[config.mk]
export PLATFORM = sky130hd
export DESIGN_NAME = fp2ieee_stream
export DESIGN_NICKNAME = d
export VERILOG_FILES = /design/src/rtl/fp2ieee_stream.sv
export SDC_FILE = /design/constraint.sdc
export NUM_CORES = 1
export LEC_CHECK = 0
export BUFFER_PORTS_ARGS = -buffer_cell sky130_fd_sc_hd__buf_4
export CAP_MARGIN = 10
export CELL_PAD_IN_SITES_DETAIL_PLACEMENT = 2
export CELL_PAD_IN_SITES_GLOBAL_PLACEMENT = 2
export CORE_UTILIZATION = 35
export CTS_CLUSTER_DIAMETER = 120
export DETAILED_ROUTE_END_ITERATION = 8
export PLACE_DENSITY_LB_ADDON = 0.05
export SKIP_LAST_GASP = 1
export SLEW_MARGIN = 10
export SYNTH_ARGS = -nofsm -noshare
export SYNTH_HDL_FRONTEND = slang
export SYNTH_SLANG_ARGS = --single-unit
[constraint.sdc]
create_clock -name clk_i -period 3.05 [get_ports clk_i]
set_input_delay 0 -clock clk_i [delete_from_list [all_inputs] [get_ports clk_i]]
set_output_delay 0 -clock clk_i [all_outputs]
set_load 0.02 [all_outputs]
[src/rtl/fp2ieee_stream.sv]
// Streaming converter from the FloPoCo internal floating-point format to IEEE 754.
// S1 decodes the exception field and denormalises exponent-0 values; S2 rounds and packs.
module fp2ieee_stream #(
    parameter int DataWidth = 32,
    parameter int ExpWidth  = 8
) (
    input  logic                 clk_i,
    input  logic                 rst_ni,
    input  logic                 flush_i,
    input  logic [DataWidth+1:0] fp_i,
    input  logic                 valid_i,
    output logic                 ready_o,
    output logic [DataWidth-1:0] ieee_o,
    output logic [2:0]           flags_o,
    output logic                 valid_o,
    input  logic                 ready_i
);
    localparam int FracWidth = DataWidth - 1 - ExpWidth;
    localparam int ShiftAmt  = 1;
    localparam int ExtWidth  = FracWidth + 2;

    localparam logic [1:0]           ExnZero   = 2'b00;
    localparam logic [1:0]           ExnNormal = 2'b01;
    localparam logic [1:0]           ExnInf    = 2'b10;
    localparam logic [1:0]           ExnNan    = 2'b11;
    localparam logic [ExpWidth-1:0]  ExpOnes   = {ExpWidth{1'b1}};
    localparam logic [ExpWidth-1:0]  ExpZero   = {ExpWidth{1'b0}};
    localparam logic [FracWidth-1:0] FracZero  = {FracWidth{1'b0}};
    localparam logic [FracWidth-1:0] QnanFrac  = {1'b1, {(FracWidth-1){1'b0}}};
    // Bits of the extended significand that fall below the guard position.
    localparam logic [ExtWidth-1:0]  StickyMask = ~({ExtWidth{1'b1}} << ShiftAmt);

    logic                 v1_q, v2_q;
    logic                 en1_s, en2_s, ld1_s, ld2_s;

    logic [1:0]           exn_s;
    logic                 sign_in_s;
    logic [ExpWidth-1:0]  exp_in_s;
    logic [FracWidth-1:0] frac_in_s;
    logic [ExtWidth-1:0]  ext_s;
    logic [FracWidth:0]   shifted_s;

    logic                 sign_d, sign_q;
    logic [ExpWidth-1:0]  exp_d, exp_q;
    logic [FracWidth-1:0] frac_d, frac_q;
    logic                 guard_d, guard_q;
    logic                 sticky_d, sticky_q;
    logic                 den_d, den_q;
    logic                 ovf_d, ovf_q;

    logic                 inc_s;
    logic                 inexact_s;
    logic [FracWidth:0]   sum_s;
    logic [DataWidth-1:0] ieee_d, ieee_q;
    logic [2:0]           flags_d, flags_q;

    assign en2_s   = !v2_q || ready_i;
    assign en1_s   = !v1_q || en2_s;
    assign ready_o = en1_s;
    assign ld1_s   = en1_s && valid_i && !flush_i;
    assign ld2_s   = en2_s && v1_q && !flush_i;

    assign exn_s     = fp_i[DataWidth+1:DataWidth];
    assign sign_in_s = fp_i[DataWidth-1];
    assign exp_in_s  = fp_i[DataWidth-2:FracWidth];
    assign frac_in_s = fp_i[FracWidth-1:0];

    // Hidden one, fraction and a pad bit; after the shift bit 0 is the guard.
    assign ext_s     = {1'b1, frac_in_s, 1'b0};
    assign shifted_s = (FracWidth+1)'(ext_s >> ShiftAmt);

    // S1 decode: classify the operand and produce the unrounded IEEE fields.
    always_comb begin
        sign_d   = sign_in_s;
        exp_d    = ExpZero;
        frac_d   = FracZero;
        guard_d  = 1'b0;
        sticky_d = 1'b0;
        den_d    = 1'b0;
        ovf_d    = 1'b0;
        case (exn_s)
            ExnZero: begin
                exp_d  = ExpZero;
                frac_d = FracZero;
            end
            ExnInf: begin
                exp_d  = ExpOnes;
                frac_d = FracZero;
            end
            ExnNan: begin
                sign_d = 1'b0;
                exp_d  = ExpOnes;
                frac_d = QnanFrac;
            end
            ExnNormal: begin
                if (exp_in_s == ExpOnes) begin
                    exp_d = ExpOnes;
                    ovf_d = 1'b1;
                end else if (exp_in_s == ExpZero) begin
                    frac_d   = shifted_s[FracWidth:1];
                    guard_d  = shifted_s[0];
                    sticky_d = |(ext_s & StickyMask);
                    den_d    = 1'b1;
                end else begin
                    exp_d  = exp_in_s;
                    frac_d = frac_in_s;
                end
            end
            default: begin
                exp_d  = ExpZero;
                frac_d = FracZero;
            end
        endcase
    end

    assign inc_s     = den_q && guard_q && (frac_q[0] || sticky_q);
    assign inexact_s = guard_q || sticky_q;
    assign sum_s     = {1'b0, frac_q} + {{FracWidth{1'b0}}, inc_s};

    // S2 round/pack: a carry out of the fraction lands in the exponent LSB (min normal).
    always_comb begin
        ieee_d  = {sign_q, exp_q, frac_q};
        flags_d = 3'b000;
        if (ovf_q) begin
            flags_d = 3'b101;
        end else if (den_q) begin
            ieee_d  = {sign_q, {(ExpWidth-1){1'b0}}, sum_s[FracWidth], sum_s[FracWidth-1:0]};
            flags_d = {1'b0, inexact_s && !sum_s[FracWidth], inexact_s};
        end else begin
            ieee_d  = {sign_q, exp_q, frac_q};
            flags_d = 3'b000;
        end
    end

    // Stage valid bits; flush has priority over any accept or advance.
    always_ff @(posedge clk_i or negedge rst_ni) begin
        if (!rst_ni) begin
            v1_q <= 1'b0;
            v2_q <= 1'b0;
        end else if (flush_i) begin
            v1_q <= 1'b0;
            v2_q <= 1'b0;
        end else begin
            if (en1_s) v1_q <= valid_i;
            if (en2_s) v2_q <= v1_q;
        end
    end

    // S1 payload register, loaded on input transfer.
    always_ff @(posedge clk_i or negedge rst_ni) begin
        if (!rst_ni) begin
            sign_q   <= 1'b0;
            exp_q    <= ExpZero;
            frac_q   <= FracZero;
            guard_q  <= 1'b0;
            sticky_q <= 1'b0;
            den_q    <= 1'b0;
            ovf_q    <= 1'b0;
        end else if (ld1_s) begin
            sign_q   <= sign_d;
            exp_q    <= exp_d;
            frac_q   <= frac_d;
            guard_q  <= guard_d;
            sticky_q <= sticky_d;
            den_q    <= den_d;
            ovf_q    <= ovf_d;
        end
    end

    // S2 output register, held while the consumer stalls.
    always_ff @(posedge clk_i or negedge rst_ni) begin
        if (!rst_ni) begin
            ieee_q  <= {DataWidth{1'b0}};
            flags_q <= 3'b000;
        end else if (ld2_s) begin
            ieee_q  <= ieee_d;
            flags_q <= flags_d;
        end
    end

    assign ieee_o  = ieee_q;
    assign flags_o = flags_q;
    assign valid_o = v2_q;

endmodule

==> Yosys cells after proc, flatten, opt, wreduce, memory -nomap -nowiden <==
Cells that the tools add are included.
{ "totals": {"latch_bits": 0, "output_inout_bits": 37, "romBits": 0, "ram_bits": 0, "n_memories": 0, "reg_bits": 72} }
{ "classes": {"n_shift": 0, "n_addsub": 1, "muxes": 23, "n_eq_ne": 4, "magnitude_cmp": 0, "div_mod_pow": 0, "n_reduce_logical": 19, "mul": 0, "n_bitwise": 0} }
{ "op_table": {"columns": ["op", "count"], "rows": [
  ["23-bit one-hot mux with 3 select lines", 1],
  ["31-bit two-way mux", 2],
  ["23-bit two-way mux", 2],
  ["23-bit by 1-bit adder with 24-bit output", 1],
  ["8-bit one-hot mux with 3 select lines", 1],
  ["8-bit two-way mux", 2],
  ["1-bit two-way mux", 13],
  ["8-bit == test (second input constant)", 1],
  ["8-bit logical NOT", 1],
  ["1-bit logical AND", 7],
  ["2-bit == test (second input constant)", 2],
  ["1-bit logical NOT", 4],
  ["2-bit nonzero test", 2],
  ["2-bit OR reduction", 2],
  ["3-bit two-way mux", 1],
  ["2-bit by 1-bit == test with 1-bit output (second input constant)", 1],
  ["2-bit logical NOT", 1],
  ["1-bit logical OR", 2],
  ["2-bit two-way mux", 1]
]} }

==> Longest topological paths before layout <==
{ "logic_depth": {"word_depth": 7, "mapped_depth": 8} }

==> Worst setup path after synthesis <==
OpenSTA, ideal clock, no wires.
{ "synth_timing": {"path_type": "reg-to-reg", "from": "register v2_q (netlist: valid_o)", "to": "register ieee_q[10] (netlist: ieee_o[10])", "period_less_slack_ps": 1812, "required_time_ps": 2916, "path_stages_with_launch": 8, "t_arrival_ps": 1678, "slack_ps": 1238, "cell_sequence": "dfrtp_1 > nor2b_1 > or3b_2 > clkbuf_1 > clkbuf_1 > buf_2 > nand2_1 > o21ai_0"} }
{ "synth_via": {"elab_chain_cells": 4} }
{ "synth_lines": {"columns": ["element", "line_no", "source"], "rows": [
  ["start, declared", "33", "logic v1_q, v2_q;"],
  ["start signal, assigned", "145", "if (en2_s) v2_q <= v1_q;"],
  ["1-bit logical NOT", "57", "assign en2_s = !v2_q || ready_i;"],
  ["1-bit logical OR", "57", null],
  ["1-bit logical AND (2 in a row)", "61", "assign ld2_s = en2_s && v1_q && !flush_i;"],
  ["end signal, assigned", "173", "ieee_q <= {DataWidth{1'b0}};"],
  ["end signal, assigned", "176", "ieee_q <= ieee_d;"],
  ["end, declared", "54", "logic [DataWidth-1:0] ieee_d, ieee_q;"]
]} }
No other way between the ends.
A chain may end at the register's enable or synchronous reset.

==> Final worst setup path <==
{ "layout_timing": {"from": "register den_q", "to": "register ieee_q[6] (netlist: ieee_o[6])"} }
{ "layout_via": {"elab_chain_cells": 5} }
{ "layout_lines": {"columns": ["element", "line_no", "source"], "rows": [
  ["start, declared", "48", "logic den_d, den_q;"],
  ["start signal, assigned", "165", "den_q <= den_d;"],
  ["1-bit logical AND (2 in a row)", "116", "assign inc_s = den_q && guard_q && (frac_q[0] || sticky_q);"],
  ["23-bit by 1-bit adder with 24-bit output", "118", "assign sum_s = {1'b0, frac_q} + {{FracWidth{1'b0}}, inc_s};"],
  ["31-bit two-way mux *", "126", "end else if (den_q) begin"],
  ["31-bit two-way mux *", "124", "if (ovf_q) begin"]
]} }
Every way passes the cells marked *; elsewhere a longest branch is shown, timed or not.

==> metrics.txt <==
Post-synth top flop dfrtp_1; post-route ant nets 0; detail-routed net length per standard cell approximately 19 µm; IO Count 76; PostCTS Resize Cnt 0; Final Core Density around half; cells after synthesis 366; clock tree buffer depth 2; Mapped Area 0.00346 mm²; total die area 0.0103 mm²; DR WL met3 360 µm; mux cell area share after synthesis 6.98%; DR top layer met4; syn_nets between 400 and 500; Worst Hold Path EP exp_q[7]$_DFFE_PN0P_; pre-CTS setup slack approximately 0.92 ns; Slew Limit Fails 0; DR iter-0 viols 63; Residual DRC 0; most instantiated library cell after synthesis nand2_1; Overflow after GRT 0; R2R setup slack 0.79 ns; max_slew headroom 36.1%; largest family of logic cells by synthesized area simple AND/OR/NAND/NOR gates; Leak Pwr 0.00235 µW; top post-synthesis cells by area dfrtp_1 (52%), nand2_1 (9.2%), o21ai_0 (7.8%); Synth Area in Adders less than 1%; DP HPWL approximately 7100 µm; Synth top cells by count nand2_1 (85), dfrtp_1 (72), o21ai_0 (54), mux2i_1 (23); CP Max Fanout 8; Final Non-Filler Cells 611; VDD IR max 0.276 mV; slew at the pin with the worst max-slew slack 0.959 ns; reg-to-reg critical path startpoint den_q$_DFFE_PN0P_; gpl congestion 0.741; Synth Area in Simple Gates about a fifth; Initial Util 36.7%; Post-synth EDFFs 0; Synth Area in XOR/XNOR 5.32%; vias in the first global route approximately 3600; CTS sink count 72; fmax 443 MHz; routed wire length 11500 µm; RSZ-0062 raised after global routing no; Final TNS setup 0 ns; Post-CTS Setup Bufs 0; Critical Path RT 3.29 ns; final hold vios 0; via count 3149; nets around 520; FF-to-FF path depth 7; Synth cell types 41; CTS H-Tree Depth 3; via/cell ratio about 5.2; synthesized area per cell 9.45 µm²; outcome complete, no violations; All-Layer GR Usage 24.9%; CTS tree yes; top cell type's share of synthesized area 52.1%; DRT Pass-1 Iters 4; worst skew pair latency 0.36 ns; worst hold path type in -> reg; wire length on met2 roughly 6000 µm; Antenna Cells 0; hold buffers post-CTS 41; hold_sp fp_i[30]; # port buffers 75; Crit. End Element register; sequential fraction of the synthesis area 52.1%; Max Cap Viol 0; worst clock skew 0.0133 ns; total CTS buffers 9; area leader, netlist dfrtp_1; WL met1 5020 µm; crit path time final ~2.3 ns; DP Cell Count approximately 550; Power Dens Cells roughly 550 mW/mm²; layout cells sized above 1 between 20% and 30%; Worst-path clk slew 0.08 ns; post-route clock period utilization 74.0%; Crit Path Category reg -> reg; Setup crit start kind register; crit path DAT around 2.5 ns; synth warn 0; CTS Root Cell clkbuf_8; worst r2r dst ieee_o[6]$_DFFE_PN0P_; pin count of the biggest net entering global routing 73; final setup violation count 0; first-pass GRT wire length roughly 19000 µm; Die Wd around 100 µm; initial antenna violation count 0; hold path depth 3; total power 2620 µW; Vert. Die Dim about 100 µm; Synth-to-Final Area Change 38.7%; Synth async-reset ratio 100%; Synth Area in Compound Gates about 11%; core area 0.00942 mm²; row count 35; Seq cells post-synth 72; Setup WS post-layout 0.794 ns
## power by group
group | internal, µW | leakage (µW) | switching (µW) | total [µW]
registers | 1060 | 0.000953 | 79.3 | 1140
logic | 213 | 0.00127 | 257 | 470
clock network | 629 | 0.000128 | 387 | 1020
## cell type report
cell class | instances | area, µm²
clock buffer | 11 | 131
timing repair buffer | 121 | 1010
multi-input combinational | 268 | 1550
fill | 1017 | 4620
inverter | 5 | 18.8
tap | 129 | 161
clock inverter | 5 | 129
sequential | 72 | 1800
## routing by layer
layer	global-route usage, %	vias to the layer above
met4	6.91	0
met3	4.62	12
met5	0	-
met1	31.4	1593
met2	43.7	71
li1	-	1473
## layout by cell type (no fill, tap or decap), types with 3 or more instances in the layout
cell,synthesis,layout
nor2_1,10,10
mux2i_1,23,23
inv_1,5,5
a21oi_1,13,13
o21ai_0,54,54
and4_1,3,3
buf_4,2,80
nand3_1,14,14
xnor2_1,11,11
xor2_1,10,10
dfrtp_1,72,72
bufinv_16,0,4
nor4_1,3,3
clkbuf_8,0,9
nand2_1,85,85
and3_1,4,4
dlygate4sd3_1,0,41
nand4_1,6,6
## registers in the layout, indices dropped and copies added, names as in the netlist
signal	count
guard_q	1
ieee_o	32
flags_o	3
valid_o	1
sign_q	1
frac_q	23
exp_q	8
den_q	1
v1_q	1
ovf_q	1
## kinds of logic (layout without fill, tap and decap cells)
logic type / Yosys count / in the layout
and+or+nand+nor: 148 / 148
DFF: 72 / 72
buffers and inverters: 26 / 142
xor gates and xnor gates: 21 / 21
AOI/OAI and AO/OA: 74 / 74
muxes: 24 / 24
adders and majority gates: 1 / 1
## through the flow
step / hold WS (ns) / area [µm²]
after floorplan: -0.296 / 3460
after global placement: 0.204 / 4130
after detailed placement: 0.213 / 4130
after CTS: 0.00592 / 4800
after global routing: 0.0236 / 4800
final: 0.0197 / 4800
## worst max-delay path, cell delays in order (launching register included)
cell and delay, ns:
dfrtp_1 0.49, and3_1 0.23, ha_1 0.18, nand3b_1 0.17, nor2b_1 0.47, nand2_1 0.17
xnor2_1 0.17, mux2_2 0.27
## worst max-delay path by stage
| stage | to | startpoint | slack, ns | cells after the start |
|---|---|---|---|---|
| after floorplan | ieee_o[10]$_DFFE_PN0P_ | valid_o$_DFFE_PN0P_ | 1.24 | 7 |
| after global placement | ieee_o[23]$_DFFE_PN0P_ | valid_o$_DFFE_PN0P_ | 1.08 | 4 |
| after detailed placement | ieee_o[22]$_DFFE_PN0P_ | den_q$_DFFE_PN0P_ | 0.92 | 7 |
| after CTS | ieee_o[22]$_DFFE_PN0P_ | den_q$_DFFE_PN0P_ | 0.82 | 7 |
| after global routing | frac_q[4]$_DFFE_PN0P_ | v1_q$_DFFE_PN0P_ | 0.63 | 5 |
| final | ieee_o[6]$_DFFE_PN0P_ | den_q$_DFFE_PN0P_ | 0.79 | 7 |
(Power assumes the default switching activity.)
